<file path="config.mk">
export PLATFORM = sky130hd
export DESIGN_NAME = dmem_arbiter_flat
export DESIGN_NICKNAME = d
export VERILOG_FILES = /design/src/rtl/dmem_arbiter_if.sv /design/src/rtl/dmem_arbiter.sv /design/src/flat_wrapper.sv
export SDC_FILE = /design/constraint.sdc
export NUM_CORES = 1
export LEC_CHECK = 0
export CORE_ASPECT_RATIO = 0.5
export CORE_MARGIN = 4
export CORE_UTILIZATION = 39
export CTS_BUF_LIST = sky130_fd_sc_hd__clkbuf_8 sky130_fd_sc_hd__clkbuf_16
export DETAILED_ROUTE_END_ITERATION = 10
export GPL_TIMING_DRIVEN = 0
export PLACE_DENSITY = 0.87
export SYNTH_ARGS = -nofsm -noshare
export SYNTH_HDL_FRONTEND = slang
export SYNTH_SLANG_ARGS = --single-unit
</file>
<file path="constraint.sdc">
create_clock -name clk -period 6.2 [get_ports clk]
set_input_delay 1.24 -clock clk [delete_from_list [all_inputs] [get_ports clk]]
set_output_delay 1.24 -clock clk [all_outputs]
set_load 0.01 [all_outputs]
</file>
<file path="src/rtl/dmem_arbiter_if.sv">
// rtl/dmem_arbiter_if.sv - CPU/loader request ports and data-memory port of the dmem arbiter
interface dmem_arbiter_if #(
    parameter int ADDR_W = 10,
    parameter int DATA_W = 32
);
    logic              cpu_req;
    logic              cpu_we;
    logic [31:0]       cpu_addr;
    logic [DATA_W-1:0] cpu_wdata;
    logic [3:0]        cpu_be;
    logic              cpu_ready;
    logic              cpu_rvalid;
    logic [DATA_W-1:0] cpu_rdata;
    logic              cpu_exception;

    logic              ldr_req;
    logic              ldr_we;
    logic [31:0]       ldr_addr;
    logic [DATA_W-1:0] ldr_wdata;
    logic [3:0]        ldr_be;
    logic              ldr_ready;
    logic              ldr_rvalid;
    logic [DATA_W-1:0] ldr_rdata;
    logic              ldr_error;

    logic              mem_en;
    logic              mem_we;
    logic [ADDR_W-1:0] mem_addr;
    logic [DATA_W-1:0] mem_wdata;
    logic [3:0]        mem_be;
    logic [DATA_W-1:0] mem_rdata;

    logic [31:0]       perf_cpu_stall;
    logic [31:0]       perf_ldr_xfer;

    modport slave (
        input  cpu_req, cpu_we, cpu_addr, cpu_wdata, cpu_be,
        output cpu_ready, cpu_rvalid, cpu_rdata, cpu_exception,
        input  ldr_req, ldr_we, ldr_addr, ldr_wdata, ldr_be,
        output ldr_ready, ldr_rvalid, ldr_rdata, ldr_error,
        output mem_en, mem_we, mem_addr, mem_wdata, mem_be,
        input  mem_rdata,
        output perf_cpu_stall, perf_ldr_xfer
    );

    modport master (
        output cpu_req, cpu_we, cpu_addr, cpu_wdata, cpu_be,
        input  cpu_ready, cpu_rvalid, cpu_rdata, cpu_exception,
        output ldr_req, ldr_we, ldr_addr, ldr_wdata, ldr_be,
        input  ldr_ready, ldr_rvalid, ldr_rdata, ldr_error,
        input  mem_en, mem_we, mem_addr, mem_wdata, mem_be,
        output mem_rdata,
        input  perf_cpu_stall, perf_ldr_xfer
    );
endinterface

</file>
<file path="src/rtl/dmem_arbiter.sv">
// rtl/dmem_arbiter.sv - CPU-priority data-memory arbiter with loader starvation guard
// Optional perf counters enabled by defining DMEM_ARB_PERF_EN.
module dmem_arbiter #(
    parameter int ADDR_W       = 10,
    parameter int STARVE_LIMIT = 8,
    parameter int DATA_W       = 32
) (
    input  logic           clk,
    input  logic           reset,
    dmem_arbiter_if.slave  bus
);
    localparam int CNT_W = $clog2(STARVE_LIMIT + 1);
    localparam logic [CNT_W-1:0] LIMIT = CNT_W'(STARVE_LIMIT);
    localparam logic OWNER_CPU = 1'b0;
    localparam logic OWNER_LDR = 1'b1;

    logic [CNT_W-1:0]  starve_cnt;
    logic              rd_pending;
    logic              rd_owner;
    logic [ADDR_W-1:0] addr_q;
    logic [DATA_W-1:0] wdata_q;
    logic [3:0]        be_q;
    logic [DATA_W-1:0] cpu_rdata_q;
    logic [DATA_W-1:0] ldr_rdata_q;

    logic              ldr_grant;
    logic              cpu_grant;
    logic              grant;
    logic              sel_we;
    logic [31:0]       sel_addr;
    logic [DATA_W-1:0] sel_wdata;
    logic [3:0]        sel_be;
    logic              in_range;
    logic              accept;
    logic              rd_accept;
    logic              cpu_rvalid;
    logic              ldr_rvalid;

    // Reset gates every grant so a request during reset is never acknowledged.
    always_comb begin
        ldr_grant = !reset && bus.ldr_req && (!bus.cpu_req || starve_cnt == LIMIT);
        cpu_grant = !reset && bus.cpu_req && !ldr_grant;
        grant     = ldr_grant || cpu_grant;
        sel_we    = ldr_grant ? bus.ldr_we    : bus.cpu_we;
        sel_addr  = ldr_grant ? bus.ldr_addr  : bus.cpu_addr;
        sel_wdata = ldr_grant ? bus.ldr_wdata : bus.cpu_wdata;
        sel_be    = ldr_grant ? bus.ldr_be    : bus.cpu_be;
        in_range  = (sel_addr[31:ADDR_W] == '0);
        accept    = grant && in_range;
        rd_accept = accept && !sel_we;
        cpu_rvalid = !reset && rd_pending && (rd_owner == OWNER_CPU);
        ldr_rvalid = !reset && rd_pending && (rd_owner == OWNER_LDR);
    end

    assign bus.cpu_ready     = cpu_grant;
    assign bus.ldr_ready     = ldr_grant;
    assign bus.cpu_exception = cpu_grant && !in_range;
    assign bus.ldr_error     = ldr_grant && !in_range;
    assign bus.cpu_rvalid    = cpu_rvalid;
    assign bus.ldr_rvalid    = ldr_rvalid;

    assign bus.mem_en    = accept;
    assign bus.mem_we    = accept && sel_we;
    assign bus.mem_addr  = reset ? '0 : (grant ? sel_addr[ADDR_W-1:0] : addr_q);
    assign bus.mem_wdata = reset ? '0 : (grant ? sel_wdata : wdata_q);
    assign bus.mem_be    = reset ? '0 : (grant ? sel_be : be_q);

    // Read data passes straight through in the return cycle, then is held for the owner.
    assign bus.cpu_rdata = reset ? '0 : (cpu_rvalid ? bus.mem_rdata : cpu_rdata_q);
    assign bus.ldr_rdata = reset ? '0 : (ldr_rvalid ? bus.mem_rdata : ldr_rdata_q);

    always_ff @(posedge clk) begin
        if (reset) begin
            starve_cnt  <= '0;
            rd_pending  <= 1'b0;
            rd_owner    <= OWNER_CPU;
            addr_q      <= '0;
            wdata_q     <= '0;
            be_q        <= '0;
            cpu_rdata_q <= '0;
            ldr_rdata_q <= '0;
        end else begin
            if (!bus.ldr_req || ldr_grant) begin
                starve_cnt <= '0;
            end else if (starve_cnt != LIMIT) begin
                starve_cnt <= starve_cnt + 1'b1;
            end
            rd_pending <= rd_accept;
            if (rd_accept) begin
                rd_owner <= ldr_grant ? OWNER_LDR : OWNER_CPU;
            end
            if (grant) begin
                addr_q  <= sel_addr[ADDR_W-1:0];
                wdata_q <= sel_wdata;
                be_q    <= sel_be;
            end
            if (cpu_rvalid) begin
                cpu_rdata_q <= bus.mem_rdata;
            end
            if (ldr_rvalid) begin
                ldr_rdata_q <= bus.mem_rdata;
            end
        end
    end

`ifdef DMEM_ARB_PERF_EN
    logic [31:0] stall_cnt;
    logic [31:0] xfer_cnt;

    always_ff @(posedge clk) begin
        if (reset) begin
            stall_cnt <= '0;
            xfer_cnt  <= '0;
        end else begin
            if (bus.cpu_req && !cpu_grant) begin
                stall_cnt <= stall_cnt + 32'd1;
            end
            if (accept && ldr_grant) begin
                xfer_cnt <= xfer_cnt + 32'd1;
            end
        end
    end

    assign bus.perf_cpu_stall = stall_cnt;
    assign bus.perf_ldr_xfer  = xfer_cnt;
`else
    assign bus.perf_cpu_stall = '0;
    assign bus.perf_ldr_xfer  = '0;
`endif
endmodule

</file>
<file path="src/flat_wrapper.sv">
// flat-port wrapper written by rule: the top's interface ports become plain ports
module dmem_arbiter_flat 
#(
    parameter int ADDR_W       = 10,
    parameter int STARVE_LIMIT = 8,
    parameter int DATA_W       = 32
)
  (clk, reset, bus_cpu_req, bus_cpu_we, bus_cpu_addr, bus_cpu_wdata, bus_cpu_be, bus_cpu_ready, bus_cpu_rvalid, bus_cpu_rdata, bus_cpu_exception, bus_ldr_req, bus_ldr_we, bus_ldr_addr, bus_ldr_wdata, bus_ldr_be, bus_ldr_ready, bus_ldr_rvalid, bus_ldr_rdata, bus_ldr_error, bus_mem_en, bus_mem_we, bus_mem_addr, bus_mem_wdata, bus_mem_be, bus_mem_rdata, bus_perf_cpu_stall, bus_perf_ldr_xfer);
  dmem_arbiter_if #(.ADDR_W(ADDR_W), .DATA_W(DATA_W)) bus_i ();
  input  logic clk;
  input  logic reset;
  input wire logic [$bits(bus_i.cpu_req)-1:0] bus_cpu_req;
  input wire logic [$bits(bus_i.cpu_we)-1:0] bus_cpu_we;
  input wire logic [$bits(bus_i.cpu_addr)-1:0] bus_cpu_addr;
  input wire logic [$bits(bus_i.cpu_wdata)-1:0] bus_cpu_wdata;
  input wire logic [$bits(bus_i.cpu_be)-1:0] bus_cpu_be;
  output wire logic [$bits(bus_i.cpu_ready)-1:0] bus_cpu_ready;
  output wire logic [$bits(bus_i.cpu_rvalid)-1:0] bus_cpu_rvalid;
  output wire logic [$bits(bus_i.cpu_rdata)-1:0] bus_cpu_rdata;
  output wire logic [$bits(bus_i.cpu_exception)-1:0] bus_cpu_exception;
  input wire logic [$bits(bus_i.ldr_req)-1:0] bus_ldr_req;
  input wire logic [$bits(bus_i.ldr_we)-1:0] bus_ldr_we;
  input wire logic [$bits(bus_i.ldr_addr)-1:0] bus_ldr_addr;
  input wire logic [$bits(bus_i.ldr_wdata)-1:0] bus_ldr_wdata;
  input wire logic [$bits(bus_i.ldr_be)-1:0] bus_ldr_be;
  output wire logic [$bits(bus_i.ldr_ready)-1:0] bus_ldr_ready;
  output wire logic [$bits(bus_i.ldr_rvalid)-1:0] bus_ldr_rvalid;
  output wire logic [$bits(bus_i.ldr_rdata)-1:0] bus_ldr_rdata;
  output wire logic [$bits(bus_i.ldr_error)-1:0] bus_ldr_error;
  output wire logic [$bits(bus_i.mem_en)-1:0] bus_mem_en;
  output wire logic [$bits(bus_i.mem_we)-1:0] bus_mem_we;
  output wire logic [$bits(bus_i.mem_addr)-1:0] bus_mem_addr;
  output wire logic [$bits(bus_i.mem_wdata)-1:0] bus_mem_wdata;
  output wire logic [$bits(bus_i.mem_be)-1:0] bus_mem_be;
  input wire logic [$bits(bus_i.mem_rdata)-1:0] bus_mem_rdata;
  output wire logic [$bits(bus_i.perf_cpu_stall)-1:0] bus_perf_cpu_stall;
  output wire logic [$bits(bus_i.perf_ldr_xfer)-1:0] bus_perf_ldr_xfer;
  assign bus_i.cpu_req = bus_cpu_req;
  assign bus_i.cpu_we = bus_cpu_we;
  assign bus_i.cpu_addr = bus_cpu_addr;
  assign bus_i.cpu_wdata = bus_cpu_wdata;
  assign bus_i.cpu_be = bus_cpu_be;
  assign bus_cpu_ready = bus_i.cpu_ready;
  assign bus_cpu_rvalid = bus_i.cpu_rvalid;
  assign bus_cpu_rdata = bus_i.cpu_rdata;
  assign bus_cpu_exception = bus_i.cpu_exception;
  assign bus_i.ldr_req = bus_ldr_req;
  assign bus_i.ldr_we = bus_ldr_we;
  assign bus_i.ldr_addr = bus_ldr_addr;
  assign bus_i.ldr_wdata = bus_ldr_wdata;
  assign bus_i.ldr_be = bus_ldr_be;
  assign bus_ldr_ready = bus_i.ldr_ready;
  assign bus_ldr_rvalid = bus_i.ldr_rvalid;
  assign bus_ldr_rdata = bus_i.ldr_rdata;
  assign bus_ldr_error = bus_i.ldr_error;
  assign bus_mem_en = bus_i.mem_en;
  assign bus_mem_we = bus_i.mem_we;
  assign bus_mem_addr = bus_i.mem_addr;
  assign bus_mem_wdata = bus_i.mem_wdata;
  assign bus_mem_be = bus_i.mem_be;
  assign bus_i.mem_rdata = bus_mem_rdata;
  assign bus_perf_cpu_stall = bus_i.perf_cpu_stall;
  assign bus_perf_ldr_xfer = bus_i.perf_ldr_xfer;
  dmem_arbiter #(.ADDR_W(ADDR_W), .STARVE_LIMIT(STARVE_LIMIT), .DATA_W(DATA_W)) u_core (.clk(clk), .reset(reset), .bus(bus_i));
endmodule
</file>
# After elaboration in Yosys (flattened, before gate mapping)
# Cells that the tools add are included.
# classes
add_sub_neg	1
n_eq_ne	2
mux	15
bitwise_logic	1
reduce_logical	23
# op_table
op	count
two-way mux 32 bit	8
logical NOT 22 bit	1
two-way mux 10 bit	2
logical AND 1 bit	12
two-way mux 4 bit	3
logical NOT 1 bit	6
adder 4 x 1 -> 4 bit (second input constant)	1
== test 4 bit (second input constant)	1
inequality test 4 bit (second input constant)	1
logical OR 1 bit	3
two-way mux 1 bit	2
OR reduction 2 bit	1
NOT 1 bit	1
# totals
ff_bits	116
inputBits	174
output_inout_bits	182
wordCells	50

# Depth between registers and ports, before layout
# Gate-level depths: netlist (run 1).
# logic_depth
ltp_word	8
mapped_depth	9
mapped_depth_nobuf	8

# Least setup slack after synthesis (run 1)
# No wires, ideal clock.
# synth_timing
kind	in2out
startpoint	input port reset
endpoint	output port bus_mem_addr[0]
t_arrival_ns	2.609
required_ns	4.960
setup_slack_ns	2.351
stages	7
n_path_buf	4
path_cell_list	clkbuf_1 -> a211o_1 -> buf_2 -> buf_6 -> buf_4 -> mux2i_1 -> a211oi_1
# synth_via
elab_chain_len	8
word_cells_on_any_way	10
classes_between	mux: 3; reduce/logical: 7
# synth_lines
element	line_no	source
start, declared	flat_wrapper.sv:11	input logic reset;
logical NOT 1 bit	dmem_arbiter.sv:41, dmem_arbiter.sv:42	
logical AND 1 bit (2 in a row)	dmem_arbiter.sv:41	ldr_grant = !reset && bus.ldr_req && (!bus.cpu_req || starve_cnt == LIMIT);
logical NOT 1 bit	dmem_arbiter.sv:42	cpu_grant = !reset && bus.cpu_req && !ldr_grant;
logical AND 1 bit	dmem_arbiter.sv:42	
logical OR 1 bit	dmem_arbiter.sv:43	grant = ldr_grant || cpu_grant;
two-way mux 10 bit	dmem_arbiter.sv:64	assign bus.mem_addr = reset ? '0 : (grant ? sel_addr[ADDR_W-1:0] : addr_q);
two-way mux 10 bit *	dmem_arbiter.sv:64	
end, declared	flat_wrapper.sv:32	output wire logic [$bits(bus_i.mem_addr)-1:0] bus_mem_addr;
# Mark *: on every way between the ends. The rest lies on a longest branch, timed or not.

# Worst setup path in the final report (run 1)
# layout_timing
startpoint	input port bus_cpu_req
endpoint	output port bus_mem_addr[3]
# layout_via
elab_chain_len	8
word_cells_on_any_way	10
classes_between	mux: 3; reduce/logical: 7
# layout_lines
element	line_no	source
start, declared	flat_wrapper.sv:12	input wire logic [$bits(bus_i.cpu_req)-1:0] bus_cpu_req;
logical NOT 1 bit	dmem_arbiter.sv:41	
logical OR 1 bit	dmem_arbiter.sv:41	
logical AND 1 bit	dmem_arbiter.sv:41	
logical NOT 1 bit	dmem_arbiter.sv:42	
logical AND 1 bit	dmem_arbiter.sv:42	
logical OR 1 bit	dmem_arbiter.sv:43	
two-way mux 10 bit * (2 in a row)	dmem_arbiter.sv:64	
# Marked as above.

==> results_dict.tcl, run 1 <==
set metrics [dict create \
    status "finished clean" \
    routed_wl_um 19000 \
    firstDrtPassIters 5 \
    ctsLongestPathBuffers 2 \
    yosysTopAreaCellShare_pct 43.9 \
    cpMostUsedCell "nor2_1" \
    synth-async-reset-ratio_pct 0 \
    fp.dieH_um 90.4 \
    cts_setup_buffers 0 \
    synthFlopType "dfxtp_1" \
    cts_tree "built" \
    ir_drop_mv 0.178 \
    power_density_nw_per_um2 232 \
    netlist_area_sq_um 5290 \
    grt_usage_pct 23.4 \
    synth_seq_area_share_pct 43.9 \
    num_io_pins 356 \
    setup_violations 0 \
    yosysTopAreaCell "dfxtp_1" \
    pre_cts_slack_ns 1.01 \
    drc 0 \
    final_area_sq_um 9280 \
    crit_family "buffers and inverters" \
    antenna_found_initial 0 \
    synthCells 610 \
    netlist_top_cells_area "dfxtp_1 (44%), buf_4 (9.2%), mux2i_1 (8.7%), nand2_1 (7.0%), a211oi_1 (6.5%)" \
    die_w_um 173 \
    synthTopCellsByCount "dfxtp_1 (116), nand2_1 (99), buf_4 (65)" \
    synth_most_common_cell "dfxtp_1" \
    worst_slack_ns 1.05 \
    avgSynthCellArea_sq_um 8.68 \
    fp.coreArea_sq_um 13000 \
    p_leak_nw 4.02 \
    skew_ns 0.00897 \
    grt_overflow_total 0 \
    worstHoldStart "u_core.ldr_rdata_q[8]$_DFF_P_" \
    r2r_start "u_core.starve_cnt[0]$_SDFFE_PP0N_" \
    grt_max_degree 17 \
    fin_nets 1158 \
    initial_core_util_pct 40.9 \
    antenna_cells 0 \
    crit_arrival_ns 3.91 \
    slowest_delay_ns 0.64 \
    yosysWarnings 0 \
    core.rowCount 29 \
    fin_crit_sh_pct 83.0 \
    report.final.slew_viol_count 0 \
    place_congestion 0.833 \
    maxCapViolations 0 \
    hpwl_um 15100 \
    fin_crit_ns 5.15 \
    synth_edf_count 0 \
    syn_to_final_growth_pct 75.3 \
    cts_root_buf "clkbuf_16" \
    ys_ff_latch 116 \
    tns_ns 0 \
    rsz0062_at_grt "false" \
    clk_latency_ns 0.40 \
    crit_type "in -> out" \
    clkTransAtPathRegs_ns 0.05 \
    power.total_mw 2.15 \
    slew_headroom_pct 62.3 \
    end_kind "output pin" \
    holdWs_ns 0.480 \
    path_cells "clkdlybuf4s50_1 -> nor2_1 -> nor2_1 -> clkbuf_1 -> buf_1 -> nor2_1 -> a211oi_1 -> clkdlybuf4s50_1" \
    postLayoutCoreUtil_pct 71.6 \
    fmax_mhz 194 \
    layout.cells.non_filler 1164 \
    cts_hold_buf 0 \
    dp_cells 1133 \
    cp_max_fo 10 \
    grt_pass1_vias 5677 \
    drtAntennaViolNets 0 \
    min_path_type "reg -> reg" \
    synthDistinctLibCells 35 \
    critical_path_buf_inv_count 4 \
    htree_levels 4 \
    via_per_inst 4.63 \
    cts_resized 0 \
    cts.sinks 116 \
    worst_pin_slew_ns 0.565 \
    worstSetupStartpointType "input port" \
    wire_per_inst_um 16.3 \
    cts_buffers 17 \
    critPathSlowestCell "clkdlybuf4s50_1" \
    vias 5385 \
    drive_gt1_share_pct 10.9 \
    crit_required_ns 4.96 \
    final-hold-violation-count 0 \
    drt_iter0_drc 275 \
    critPathLaunch "bus_cpu_req" \
    postPlaceCellArea_sq_um 8650 \
    reg2reg_setup_slack_ns 4.04 \
    numPortBuffers 290 \
    die_area_sq_um 15600 \
    grt_pass1_wl_um 29500 \
]
[final timing paths]
check | end | cells after the start
min | u_core.ldr_rdata_q[8]$_DFF_P_ | 2
max reg2reg | u_core.addr_q[3]$_DFF_P_ | 9
max | bus_mem_addr[3] | 8
min reg2reg | u_core.ldr_rdata_q[8]$_DFF_P_ | 2
[flip-flops by register name, indices dropped and copies added (netlist names)]
register	count
u_core.cpu_rdata_q	32
u_core.ldr_rdata_q	32
u_core.wdata_q	32
u_core.addr_q	10
u_core.be_q	4
u_core.starve_cnt	4
u_core.rd_owner	1
u_core.rd_pending	1
[cell usage in the layout (no fill, tap or decap), types with 2 or more instances in the layout]
| master | n |
|---|---|
| clkdlybuf4s50_1 | 290 |
| clkbuf_1 | 34 |
| bufinv_16 | 4 |
| mux2i_1 | 46 |
| nor2_1 | 58 |
| conb_1 | 64 |
| buf_1 | 2 |
| dfxtp_1 | 116 |
| buf_4 | 65 |
| a211oi_1 | 46 |
| clkinvlp_4 | 2 |
| clkinv_2 | 3 |
| nand2b_1 | 32 |
| nor4_1 | 11 |
| or2_2 | 2 |
| nand4_1 | 2 |
| nand3b_1 | 33 |
| clkbuf_8 | 4 |
| buf_2 | 5 |
| nor3_1 | 2 |
| nand2_1 | 99 |
| ha_1 | 2 |
| o21ai_0 | 32 |
| clkbuf_16 | 17 |
| inv_1 | 7 |
[cell type report]
class	instances	area [sq um]
Buffer	107	659
Clock buffer	21	480
Clock inverter	10	154
Fill cell	974	3670
Inverter	6	22.5
Multi-Input combinational cell	444	2530
Sequential cell	116	2320
Tap cell	170	213
Timing Repair Buffer	290	2900
[logic make-up after synthesis]
| kind of cell | Yosys count | synth area share, % |
|---|---|---|
| other cells | 1 | 0.0708 |
| mux | 47 | 9.12 |
| fa+ha+maj | 2 | 0.473 |
| flops | 116 | 43.9 |
| buf+inv | 113 | 12.9 |
| xor+xnor | 2 | 0.331 |
| simple gates | 247 | 23.0 |
| compound gates | 82 | 10.2 |
[power by group]
group          total (mW)  internal [mW]  switching [mW]
clock                1.03          0.709           0.325
sequential          0.777          0.770         0.00678
combinational       0.337          0.201           0.136
total                2.15           1.68           0.468
[routing by layer]
metal | vias to the layer above | wire (um) | GRT usage (%)
met4 | 0 | 565 | 9.16
met3 | 39 | 1160 | 7.19
li1 | 2678 | - | -
met2 | 186 | 9660 | 41.9
met5 | - | 0 | 0
met1 | 2482 | 7600 | 26.2
[worst reg2reg max path, stage by stage, from the launching register on]
cell,delay [ns]
dfxtp_1,0.33
inv_1,0.06
ha_1,0.18
nand3b_4,0.08
a211o_1,0.29
buf_2,0.17
buf_6,0.18
buf_4,0.21
mux2i_1,0.15
a211oi_1,0.38
(Power assumes the default switching activity.)
==> run 2, diff against run 1 <==
--- a/config.mk
+++ b/config.mk
@@ -7,11 +7,11 @@
 export LEC_CHECK = 0
 export CORE_ASPECT_RATIO = 0.5
 export CORE_MARGIN = 4
-export CORE_UTILIZATION = 39
+export CORE_UTILIZATION = 36
 export CTS_BUF_LIST = sky130_fd_sc_hd__clkbuf_8 sky130_fd_sc_hd__clkbuf_16
 export DETAILED_ROUTE_END_ITERATION = 10
 export GPL_TIMING_DRIVEN = 0
-export PLACE_DENSITY = 0.87
+export PLACE_DENSITY = 0.81
 export SYNTH_ARGS = -nofsm -noshare
 export SYNTH_HDL_FRONTEND = slang
 export SYNTH_SLANG_ARGS = --single-unit
==> constraint.sdc (replaced) <==
create_clock -name clk -period 5.2 [get_ports clk]
set_input_delay 1.04 -clock clk [delete_from_list [all_inputs] [get_ports clk]]
set_output_delay 1.04 -clock clk [all_outputs]
set_load 0.01 [all_outputs]
==> run 2 against run 1 <==
Net effect: via count down 1.9%; register-to-register slack got worse by 0.94 ns; combinational power up 18%; clock-buffer cell count is 1 higher; non-clock buffer count did not move; clock power increased by 27%; setup slack got worse by 0.58 ns; die area grew 7.8%; sequential power increased by 19%.
==> results_dict.tcl, run 2 (same netlist as run 1, synthesis figures left out) <==
set metrics [dict create \
    worstSetupStartpointType "input port" \
    cts_resized 0 \
    fp.dieH_um 93.7 \
    end_kind "output pin" \
    cp_max_fo 10 \
    fin_crit_ns 4.73 \
    status "finished clean" \
    report.final.slew_viol_count 0 \
    cts_tree "built" \
    crit_arrival_ns 3.69 \
    maxCapViolations 0 \
    final_area_sq_um 9340 \
    routed_wl_um 18400 \
    crit_required_ns 4.16 \
    fillers 1146 \
    drive_gt1_share_pct 10.9 \
    cts.sinks 116 \
    p_leak_nw 4.04 \
    tns_ns 0 \
    postLayoutCoreUtil_pct 66.9 \
    fin_crit_sh_pct 90.9 \
    min_path_cells 1 \
    r2r_start "u_core.starve_cnt[0]$_SDFFE_PP0N_" \
    skew_ns 0.0128 \
    antenna_cells 0 \
    grt_overflow_total 0 \
    clkTransAtPathRegs_ns 0.05 \
    cts_hold_buf 0 \
    grt_usage_pct 20.6 \
    drc 0 \
    grt_max_degree 17 \
    holdWs_ns 0.463 \
    postPlaceCellArea_sq_um 8670 \
    rsz0062_at_grt "false" \
    drt_iter0_drc 187 \
    grt_pass1_vias 5386 \
    htree_levels 4 \
    worst_pin_slew_ns 0.532 \
    grt_pass1_wl_um 28000 \
    drtAntennaViolNets 0 \
    clk_latency_ns 0.40 \
    cts_setup_buffers 0 \
    fp.coreArea_sq_um 14000 \
    die_area_sq_um 16800 \
    crit_type "in -> out" \
    worstHoldStart "u_core.starve_cnt[0]$_SDFFE_PP0N_" \
    syn_to_final_growth_pct 76.5 \
    initial_core_util_pct 37.9 \
    numPortBuffers 290 \
    ir_drop_mv 0.270 \
    wire_per_inst_um 15.5 \
    worstReg2RegEnd "u_core.addr_q[6]$_DFF_P_" \
    setup_violations 0 \
    ctsLongestPathBuffers 2 \
    antenna_found_initial 0 \
    regArea_sq_um 2320 \
    fmax_mhz 212 \
    final-hold-violation-count 0 \
    top_regs "u_core.cpu_rdata_q x32, u_core.ldr_rdata_q x32, u_core.wdata_q x32" \
    critPathLaunch "bus_ldr_req" \
    cts_buffers 17 \
    slew_headroom_pct 64.5 \
    reg2reg_setup_slack_ns 3.10 \
    wl_met2_um 9320 \
    hpwl_um 14800 \
    core.rowCount 30 \
    num_io_pins 356 \
    die_w_um 179 \
    route.layer.met1.wl_um 7290 \
    via_per_inst 4.46 \
    place_congestion 0.823 \
    fin_nets 1158 \
    cts_root_buf "clkbuf_16" \
    met3_length_um 1230 \
    final_cell_mix "clkdlybuf4s50_1 (290), dfxtp_1 (116), nand2_1 (99), buf_4 (65), conb_1 (64)" \
    multi_input_area_sq_um 2530 \
    firstDrtPassIters 4 \
    holdPathEnd "u_core.starve_cnt[0]$_SDFFE_PP0N_" \
    final_common_cell "clkdlybuf4s50_1" \
    power_density_nw_per_um2 282 \
    min_path_type "reg -> reg" \
    reg2reg_depth 9 \
    top_layer "met4" \
    vias 5285 \
]
run 2: worst max path at each step:
stage	end	slack [ns]	cells after the start
6_report	bus_mem_wdata[19]	0.47	8
5_1_grt	bus_mem_wdata[17]	0.29	8
4_1_cts	bus_mem_wdata[19]	0.42	8
3_5_place_dp	bus_mem_wdata[19]	0.44	8
3_3_place_gp	bus_mem_wdata[17]	0.50	8
2_1_floorplan	bus_mem_addr[0]	1.75	7
run 2: report_power, final:
| part | switching, mW | internal (mW) |
|---|---|---|
| clock | 0.399 | 0.909 |
| sequential | 0.00780 | 0.918 |
| combinational | 0.159 | 0.240 |
| total | 0.565 | 2.07 |
run 2: critical path, stage by stage:
cell	delay [ns]
clkdlybuf4s50_1	0.50
nor2_1	0.07
nor2_1	0.16
clkbuf_1	0.41
clkbuf_1	0.39
nor2_1	0.10
a211oi_1	0.39
clkdlybuf4s50_1	0.63
run 2: final cells by class:
class / count / share of cell area [%]
inverter: 6 / 0.241
multi-input combinational: 444 / 27.0
buffer: 107 / 7.06
timing repair buffer: 290 / 31.1
tap: 192 / 2.57
clock inverter: 9 / 1.86
sequential: 116 / 24.9
clock buffer: 22 / 5.29
run 2: stage by stage:
step | std cells | setup WS [ns] | power, mW
floorplan | 673 | 1.75 | 1.11
global placement | 1155 | 0.502 | 1.33
detailed placement | 1155 | 0.438 | 1.34
CTS | 1186 | 0.425 | 2.65
global route | 1186 | 0.288 | 2.73
finish | 1186 | 0.473 | 2.63
run 2: metal layers:
layer  global-route usage (%)  up-vias
met5                        0        -
met4                     8.17        0
li1                         -     2680
met3                     6.92       39
met2                     37.9      172
met1                     22.2     2394
==> run 3, diff against run 2 <==
--- a/config.mk
+++ b/config.mk
@@ -12,6 +12,7 @@
 export DETAILED_ROUTE_END_ITERATION = 10
 export GPL_TIMING_DRIVEN = 0
 export PLACE_DENSITY = 0.81
+export SKIP_CTS_REPAIR_TIMING = 1
 export SYNTH_ARGS = -nofsm -noshare
 export SYNTH_HDL_FRONTEND = slang
 export SYNTH_SLANG_ARGS = --single-unit
==> results of run 3 <==
No change in the layout: final DEF, timing and power equal those of run 2.
